### config.mk
export PLATFORM = sky130hd
export DESIGN_NAME = tlp_frame_detector
export DESIGN_NICKNAME = d
export VERILOG_FILES = /design/src/rtl/tlp_det_pkg.sv /design/src/rtl/sat_counter.sv /design/src/rtl/tlp_frame_detector.sv
export SDC_FILE = /design/constraint.sdc
export NUM_CORES = 1
export LEC_CHECK = 0
export ABC_AREA = 1
export BUFFER_PORTS_ARGS = -buffer_cell sky130_fd_sc_hd__buf_2
export CAP_MARGIN = 30
export CORE_MARGIN = 2
export CORE_UTILIZATION = 56
export CTS_CLUSTER_DIAMETER = 30
export DETAILED_ROUTE_END_ITERATION = 8
export GPL_ROUTABILITY_DRIVEN = 0
export MAX_ROUTING_LAYER = met4
export PLACE_DENSITY = 0.83
export SKIP_CTS_REPAIR_TIMING = 1
export SYNTH_ARGS = -nofsm -noshare
export SYNTH_HDL_FRONTEND = slang
export SYNTH_SLANG_ARGS = --single-unit
### constraint.sdc
create_clock -name clk -period 3.4 [get_ports clk]
set_clock_uncertainty 0.2 [all_clocks]
set_input_delay 0.34 -clock clk [delete_from_list [all_inputs] [get_ports clk]]
set_output_delay 0.34 -clock clk [all_outputs]
set_load 0.02 [all_outputs]
### src/rtl/tlp_det_pkg.sv
// Shared definitions for the TLP frame detector: K-code values, FSM state
// type and symbol classification.
package tlp_det_pkg;

  localparam logic [7:0] K_STP = 8'hFB;
  localparam logic [7:0] K_END = 8'hFD;
  localparam logic [7:0] K_EDB = 8'hFE;

  localparam int unsigned STAT_W = 16;

  typedef enum logic [1:0] {
    ST_IDLE = 2'd0,
    ST_BODY = 2'd1,
    ST_DROP = 2'd2
  } det_state_e;

  typedef enum logic [2:0] {
    SYM_DATA = 3'd0,
    SYM_STP  = 3'd1,
    SYM_END  = 3'd2,
    SYM_EDB  = 3'd3,
    SYM_BADK = 3'd4
  } sym_e;

  // Map a received symbol onto the framing alphabet; unknown K codes are illegal.
  function automatic sym_e classify(input logic is_k, input logic [7:0] b);
    sym_e s;
    if (!is_k) begin
      s = SYM_DATA;
    end else begin
      case (b)
        K_STP:   s = SYM_STP;
        K_END:   s = SYM_END;
        K_EDB:   s = SYM_EDB;
        default: s = SYM_BADK;
      endcase
    end
    return s;
  endfunction

endpackage

### src/rtl/sat_counter.sv
// Saturating up-counter, cleared only by the asynchronous active-low reset.
module sat_counter #(
  parameter int unsigned WIDTH = 16
) (
  input  logic             clk,
  input  logic             reset,
  input  logic             inc,
  output logic [WIDTH-1:0] count
);

  logic [WIDTH-1:0] count_q;
  logic [WIDTH-1:0] count_d;

  // Advance on inc, holding at all-ones.
  always_comb begin
    count_d = count_q;
    if (inc && (count_q != {WIDTH{1'b1}})) begin
      count_d = count_q + WIDTH'(1);
    end
  end

  // Counter register.
  always_ff @(posedge clk or negedge reset) begin
    if (!reset) begin
      count_q <= '0;
    end else begin
      count_q <= count_d;
    end
  end

  assign count = count_q;

endmodule

### src/rtl/tlp_frame_detector.sv
// TLP frame detector: tracks STP..END/EDB framing on a symbol stream, reports
// good/bad/nullified frames with their byte count, and drives the in-flight
// TLP up/down counter. Optional pulse statistics under TLP_DET_STATS_EN.
module tlp_frame_detector
  import tlp_det_pkg::*;
#(
  parameter int unsigned MIN_LEN = 18,
  parameter int unsigned MAX_LEN = 4120,
  parameter int unsigned LEN_W   = 13
) (
  input  logic              clk,
  input  logic              reset,
  input  logic              in_valid,
  input  logic [7:0]        in_data,
  input  logic              in_k,
  input  logic              consume,
  output logic              tlp_active,
  output logic              tlp_good,
  output logic              tlp_bad,
  output logic              tlp_null,
  output logic [LEN_W-1:0]  tlp_len,
  output logic              cnt_enable,
  output logic              cnt_up,
  output logic [STAT_W-1:0] good_cnt,
  output logic [STAT_W-1:0] bad_cnt
);

  localparam logic [LEN_W-1:0] LEN_MAX = LEN_W'(MAX_LEN);
  localparam logic [LEN_W-1:0] LEN_MIN = LEN_W'(MIN_LEN);

  det_state_e       state_q, state_d;
  logic [LEN_W-1:0] len_q, len_d;
  logic [LEN_W-1:0] tlp_len_q, tlp_len_d;
  logic             tlp_active_q, tlp_active_d;
  logic             tlp_good_q, tlp_good_d;
  logic             tlp_bad_q, tlp_bad_d;
  logic             tlp_null_q, tlp_null_d;
  logic             cnt_enable_q, cnt_enable_d;
  logic             cnt_up_q, cnt_up_d;

  sym_e             sym;
  logic [LEN_W-1:0] sat_len;

  assign sym     = classify(in_k, in_data);
  assign sat_len = (len_q > LEN_MAX) ? LEN_MAX : len_q;

  // Framing FSM next-state, length tracking and closing-pulse generation.
  always_comb begin
    state_d      = state_q;
    len_d        = len_q;
    tlp_len_d    = tlp_len_q;
    tlp_good_d   = 1'b0;
    tlp_bad_d    = 1'b0;
    tlp_null_d   = 1'b0;

    if (in_valid) begin
      case (state_q)
        ST_IDLE: begin
          if (sym == SYM_STP) begin
            state_d = ST_BODY;
            len_d   = '0;
          end
        end

        ST_BODY: begin
          case (sym)
            SYM_DATA: begin
              if (len_q == LEN_MAX) begin
                state_d = ST_DROP;
              end else begin
                len_d = len_q + LEN_W'(1);
              end
            end
            SYM_STP: begin
              tlp_bad_d = 1'b1;
              tlp_len_d = sat_len;
              len_d     = '0;
            end
            SYM_END: begin
              tlp_good_d = (len_q >= LEN_MIN);
              tlp_bad_d  = (len_q < LEN_MIN);
              tlp_len_d  = sat_len;
              state_d    = ST_IDLE;
              len_d      = '0;
            end
            SYM_EDB: begin
              tlp_null_d = 1'b1;
              tlp_len_d  = sat_len;
              state_d    = ST_IDLE;
              len_d      = '0;
            end
            default: begin
              tlp_bad_d = 1'b1;
              tlp_len_d = sat_len;
              state_d   = ST_IDLE;
              len_d     = '0;
            end
          endcase
        end

        ST_DROP: begin
          if (sym == SYM_STP) begin
            tlp_bad_d = 1'b1;
            tlp_len_d = sat_len;
            state_d   = ST_BODY;
            len_d     = '0;
          end else if (sym != SYM_DATA) begin
            tlp_bad_d = 1'b1;
            tlp_len_d = sat_len;
            state_d   = ST_IDLE;
            len_d     = '0;
          end
        end

        default: begin
          state_d = ST_IDLE;
          len_d   = '0;
        end
      endcase
    end
  end

  // Open-frame flag and in-flight counter control, independent of in_valid.
  always_comb begin
    tlp_active_d = (state_d != ST_IDLE);
    cnt_enable_d = tlp_good_d ^ consume;
    cnt_up_d     = tlp_good_d & ~consume;
  end

  // State, length and output registers.
  always_ff @(posedge clk or negedge reset) begin
    if (!reset) begin
      state_q      <= ST_IDLE;
      len_q        <= '0;
      tlp_len_q    <= '0;
      tlp_active_q <= 1'b0;
      tlp_good_q   <= 1'b0;
      tlp_bad_q    <= 1'b0;
      tlp_null_q   <= 1'b0;
      cnt_enable_q <= 1'b0;
      cnt_up_q     <= 1'b0;
    end else begin
      state_q      <= state_d;
      len_q        <= len_d;
      tlp_len_q    <= tlp_len_d;
      tlp_active_q <= tlp_active_d;
      tlp_good_q   <= tlp_good_d;
      tlp_bad_q    <= tlp_bad_d;
      tlp_null_q   <= tlp_null_d;
      cnt_enable_q <= cnt_enable_d;
      cnt_up_q     <= cnt_up_d;
    end
  end

  assign tlp_active = tlp_active_q;
  assign tlp_good   = tlp_good_q;
  assign tlp_bad    = tlp_bad_q;
  assign tlp_null   = tlp_null_q;
  assign tlp_len    = tlp_len_q;
  assign cnt_enable = cnt_enable_q;
  assign cnt_up     = cnt_up_q;

`ifdef TLP_DET_STATS_EN
  sat_counter #(.WIDTH(STAT_W)) u_good_cnt (
    .clk   (clk),
    .reset (reset),
    .inc   (tlp_good_q),
    .count (good_cnt)
  );

  sat_counter #(.WIDTH(STAT_W)) u_bad_cnt (
    .clk   (clk),
    .reset (reset),
    .inc   (tlp_bad_q),
    .count (bad_cnt)
  );
`else
  assign good_cnt = '0;
  assign bad_cnt  = '0;
`endif

endmodule

==> results.py <==
metrics = {
    "global_route": {
        "gr-total-overflow": 0,
        "grt_pass1_vias": 1538,
        "grt_max_degree": 35,
        "grt_antenna_before_repair": 0,
        "grt.total_usage": 0.209,
        "grt_pass1_wl_mm": 6.77,
    },
    "timing": {
        "fin_crit_sh": 0.710,
        "final_hold_viol_count": 0,
        "fmax_mhz": 415,
        "min_period_ns": 2.41,
        "finalSetupViolCount": 0,
        "final.setup.tns_ns": 0,
        "tightest_slew_ns": 0.798,
        "setup_ws_ns": 0.988,
        "finalMaxSlewViolations": 0,
        "max_slew_margin": 0.467,
        "timing.hold.ws_ns": 0.161,
        "rsz0062_at_grt": "no",
    },
    "placed_design": {
        "hpwl_mm": 3.29,
        "post_dp_cell_area_um2": 2240,
        "portBuffers": 31,
        "dp_slack_ns": 1.02,
        "dp_cells": 357,
    },
    "synthesis": {
        "synthArstFlopShare": 1.00,
        "synth_area_leaders": "dfrtp_1, buf_4, nand2_1, nand3_1, inv_1",
        "synth_common_cells": "nand2_1, buf_4, dfrtp_1, nand3_1, inv_1",
        "synth_top_cell_by_area": "dfrtp_1",
        "synth_top_area_share": 0.388,
        "syn_area_um2": 2190,
        "seq_area_frac_synth": 0.388,
        "synth_cells": 287,
        "synth_edf_count": 0,
        "synth.most_common_cell": "nand2_1",
        "synth_cell_types": 30,
        "postSynthAreaPerCell_um2": 7.64,
        "synth_warnings": 0,
        "synth-seq-cells": 34,
        "yosys_most_used_dff": "dfrtp_1",
    },
    "setup_path": {
        "critPathLaunchType": "flip-flop",
        "path_max_fanout": 20,
        "path_cells": "inv_1 > ha_1 > inv_2 > nor2_1 > nand2_1 > nand2_1 > nor2_2 > inv_4 > a21oi_1 > nor2_1",
        "r2r-end": "len_q[5]",
        "r2r-start": "state_q[1]",
        "max_stage_delay_ns": 0.61,
        "crit_required_ns": 3.37,
        "end_kind": "flip-flop",
        "rr_worst_depth": 10,
        "ff2ff_setup_slack_ns": 0.99,
        "worstSetupPathType": "flip-flop to flip-flop",
        "crit_arrival_ns": 2.38,
        "slowest_stage": "nor2_2",
    },
    "worst_hold_path": {
        "hold_path_depth": 3,
        "min_path_type": "primary input to flip-flop",
        "hp-start": "consume",
        "hold_end": "cnt_up",
    },
    "cts": {
        "cts-buffers-inserted": 5,
        "cts_root_buffer": "clkbuf_8",
        "cts_tree": "yes",
        "clock_latency_ns": 0.28,
        "cts_buffer_depth": 2,
        "path_clk_slew_ns": 0.07,
        "cts_sinks": 34,
        "htreeDepth": 2,
    },
    "layout": {
        "diodes": 0,
        "stdcell_count": 365,
        "final_util": 0.626,
        "drive_above_1_share": 0.164,
        "final_area_um2": 2320,
        "final_nets": 337,
        "area_growth_pct": 5.99,
        "fill_cells": 351,
    },
    "drt": {
        "vias": 1831,
        "avgRoutedWirePerCell_um": 11.7,
        "dr.pass1.iters": 4,
        "drt_wl_total_mm": 4.26,
        "via_per_inst": 5.02,
        "drc": 0,
        "ant_nets": 0,
        "drtIter0Drc": 109,
    },
    "power": {
        "p_sw_mw": 0.435,
        "power_frac_clock": 0.239,
        "p_total_mw": 1.14,
        "p_leak_nw": 1.23,
        "comb_power_share": 0.312,
        "swShare": 0.381,
        "power_density_nw_per_um2": 491,
        "internal-power_mw": 0.707,
        "seq_power_share": 0.448,
        "vdd_drop_max_v": 0.000235,
    },
    "die": {
        "io_pins": 64,
        "die_area_um2": 4430,
        "die_y_um": 66.6,
        "fp.dieW_um": 66.6,
        "fp.coreArea_um2": 3720,
        "rows": 22,
        "initial_core_util": 0.590,
    },
    "run": {
        "drv_cap": 0,
    },
    "status": {
        "status": "finished clean",
    },
}
## flip-flops by register name (all words and copies together), names as in the netlist
name,flops
len_q,13
tlp_len,13
state_q,2
cnt_enable,1
cnt_up,1
tlp_active,1
tlp_bad,1
tlp_good,1
tlp_null,1
## kinds of logic (layout without fill, tap and decap cells)
group / after synthesis / in the layout / synth area share
AOI/OAI and AO/OA: 32 / 32 / 0.0776
xor gates and xnor gates: 7 / 7 / 0.0280
adders and majority gates: 7 / 7 / 0.0399
buffers and inverters: 70 / 69 / 0.184
DFF: 34 / 34 / 0.388
muxes: 1 / 1 / 0.00513
other: 1 / 32 / 0.00171
and+or+nand+nor: 135 / 135 / 0.276
## cell type report
class,count,area (um2),share of cell area
multi-input combinational,214,1050,0.454
sequential,34,851,0.366
timing repair buffer,32,165,0.0710
inverter,30,115,0.0495
clock buffer,5,68.8,0.0296
tap,48,60.1,0.0258
clock inverter,2,10.0,0.00431
## worst max-delay path by stage
stage / startpoint / endpoint / slack [ns] / cells past startpoint
after floorplan: state_q[1] / len_q[5] / 1.56 / 11
after global placement: state_q[1] / len_q[5] / 1.12 / 10
after detailed placement: state_q[1] / len_q[5] / 1.02 / 10
after CTS: state_q[1] / tlp_len[12] / 1.01 / 7
after global routing: state_q[1] / len_q[9] / 0.74 / 9
final: state_q[1] / len_q[5] / 0.99 / 10
## cells in the final DEF, fill, tap and decap left out
cell / synthesis / layout
nand3_2: 1 / 1
nor4_2: 1 / 1
xnor2_1: 1 / 1
nor3_1: 9 / 9
nand4_1: 4 / 4
nor2_1: 23 / 23
dlygate4sd3_1: 0 / 1
nor3_2: 2 / 2
clkbuf_8: 0 / 5
mux2_2: 1 / 1
a21oi_1: 9 / 9
inv_1: 25 / 25
nand2_1: 60 / 60
o211ai_1: 1 / 1
ha_1: 7 / 7
clkinv_2: 0 / 2
dfrtp_1: 34 / 34
xor2_1: 6 / 6
inv_2: 4 / 4
buf_2: 3 / 31
o21ai_1: 8 / 8
a21boi_1: 1 / 1
a211oi_1: 1 / 1
nand3_1: 31 / 31
inv_4: 1 / 1
o21ai_0: 11 / 11
conb_1: 1 / 32
a21boi_0: 1 / 1
nand2_2: 2 / 2
nor2_2: 2 / 2
## critical path: cells and delay by family, from the launching register on
family | cells | cell delay (ns)
buf+inv | 3 | 0.32
simple gates | 5 | 0.94
flops | 1 | 0.38
fa+ha+maj | 1 | 0.31
compound gates | 1 | 0.15
## per-layer routing
layer	share of wire	up-vias	track usage
met5	0	-	-
met4	0.012	0	0.0791
met3	0.087	7	0.0456
met2	0.47	87	0.331
met1	0.43	815	0.263
li1	-	922	-
## power groups by stage
| stage | clock (mW) | sequential, mW | combinational [mW] |
|---|---|---|---|
| 3_3_place_gp | 0 | 0.516 | 0.347 |
| 3_5_place_dp | 0 | 0.518 | 0.354 |
| 2_1_floorplan | 0 | 0.554 | 0.255 |
| 4_1_cts | 0.281 | 0.510 | 0.356 |
| 5_1_grt | 0.302 | 0.518 | 0.398 |
| 6_report | 0.273 | 0.512 | 0.357 |
(Power assumes the default switching activity.)
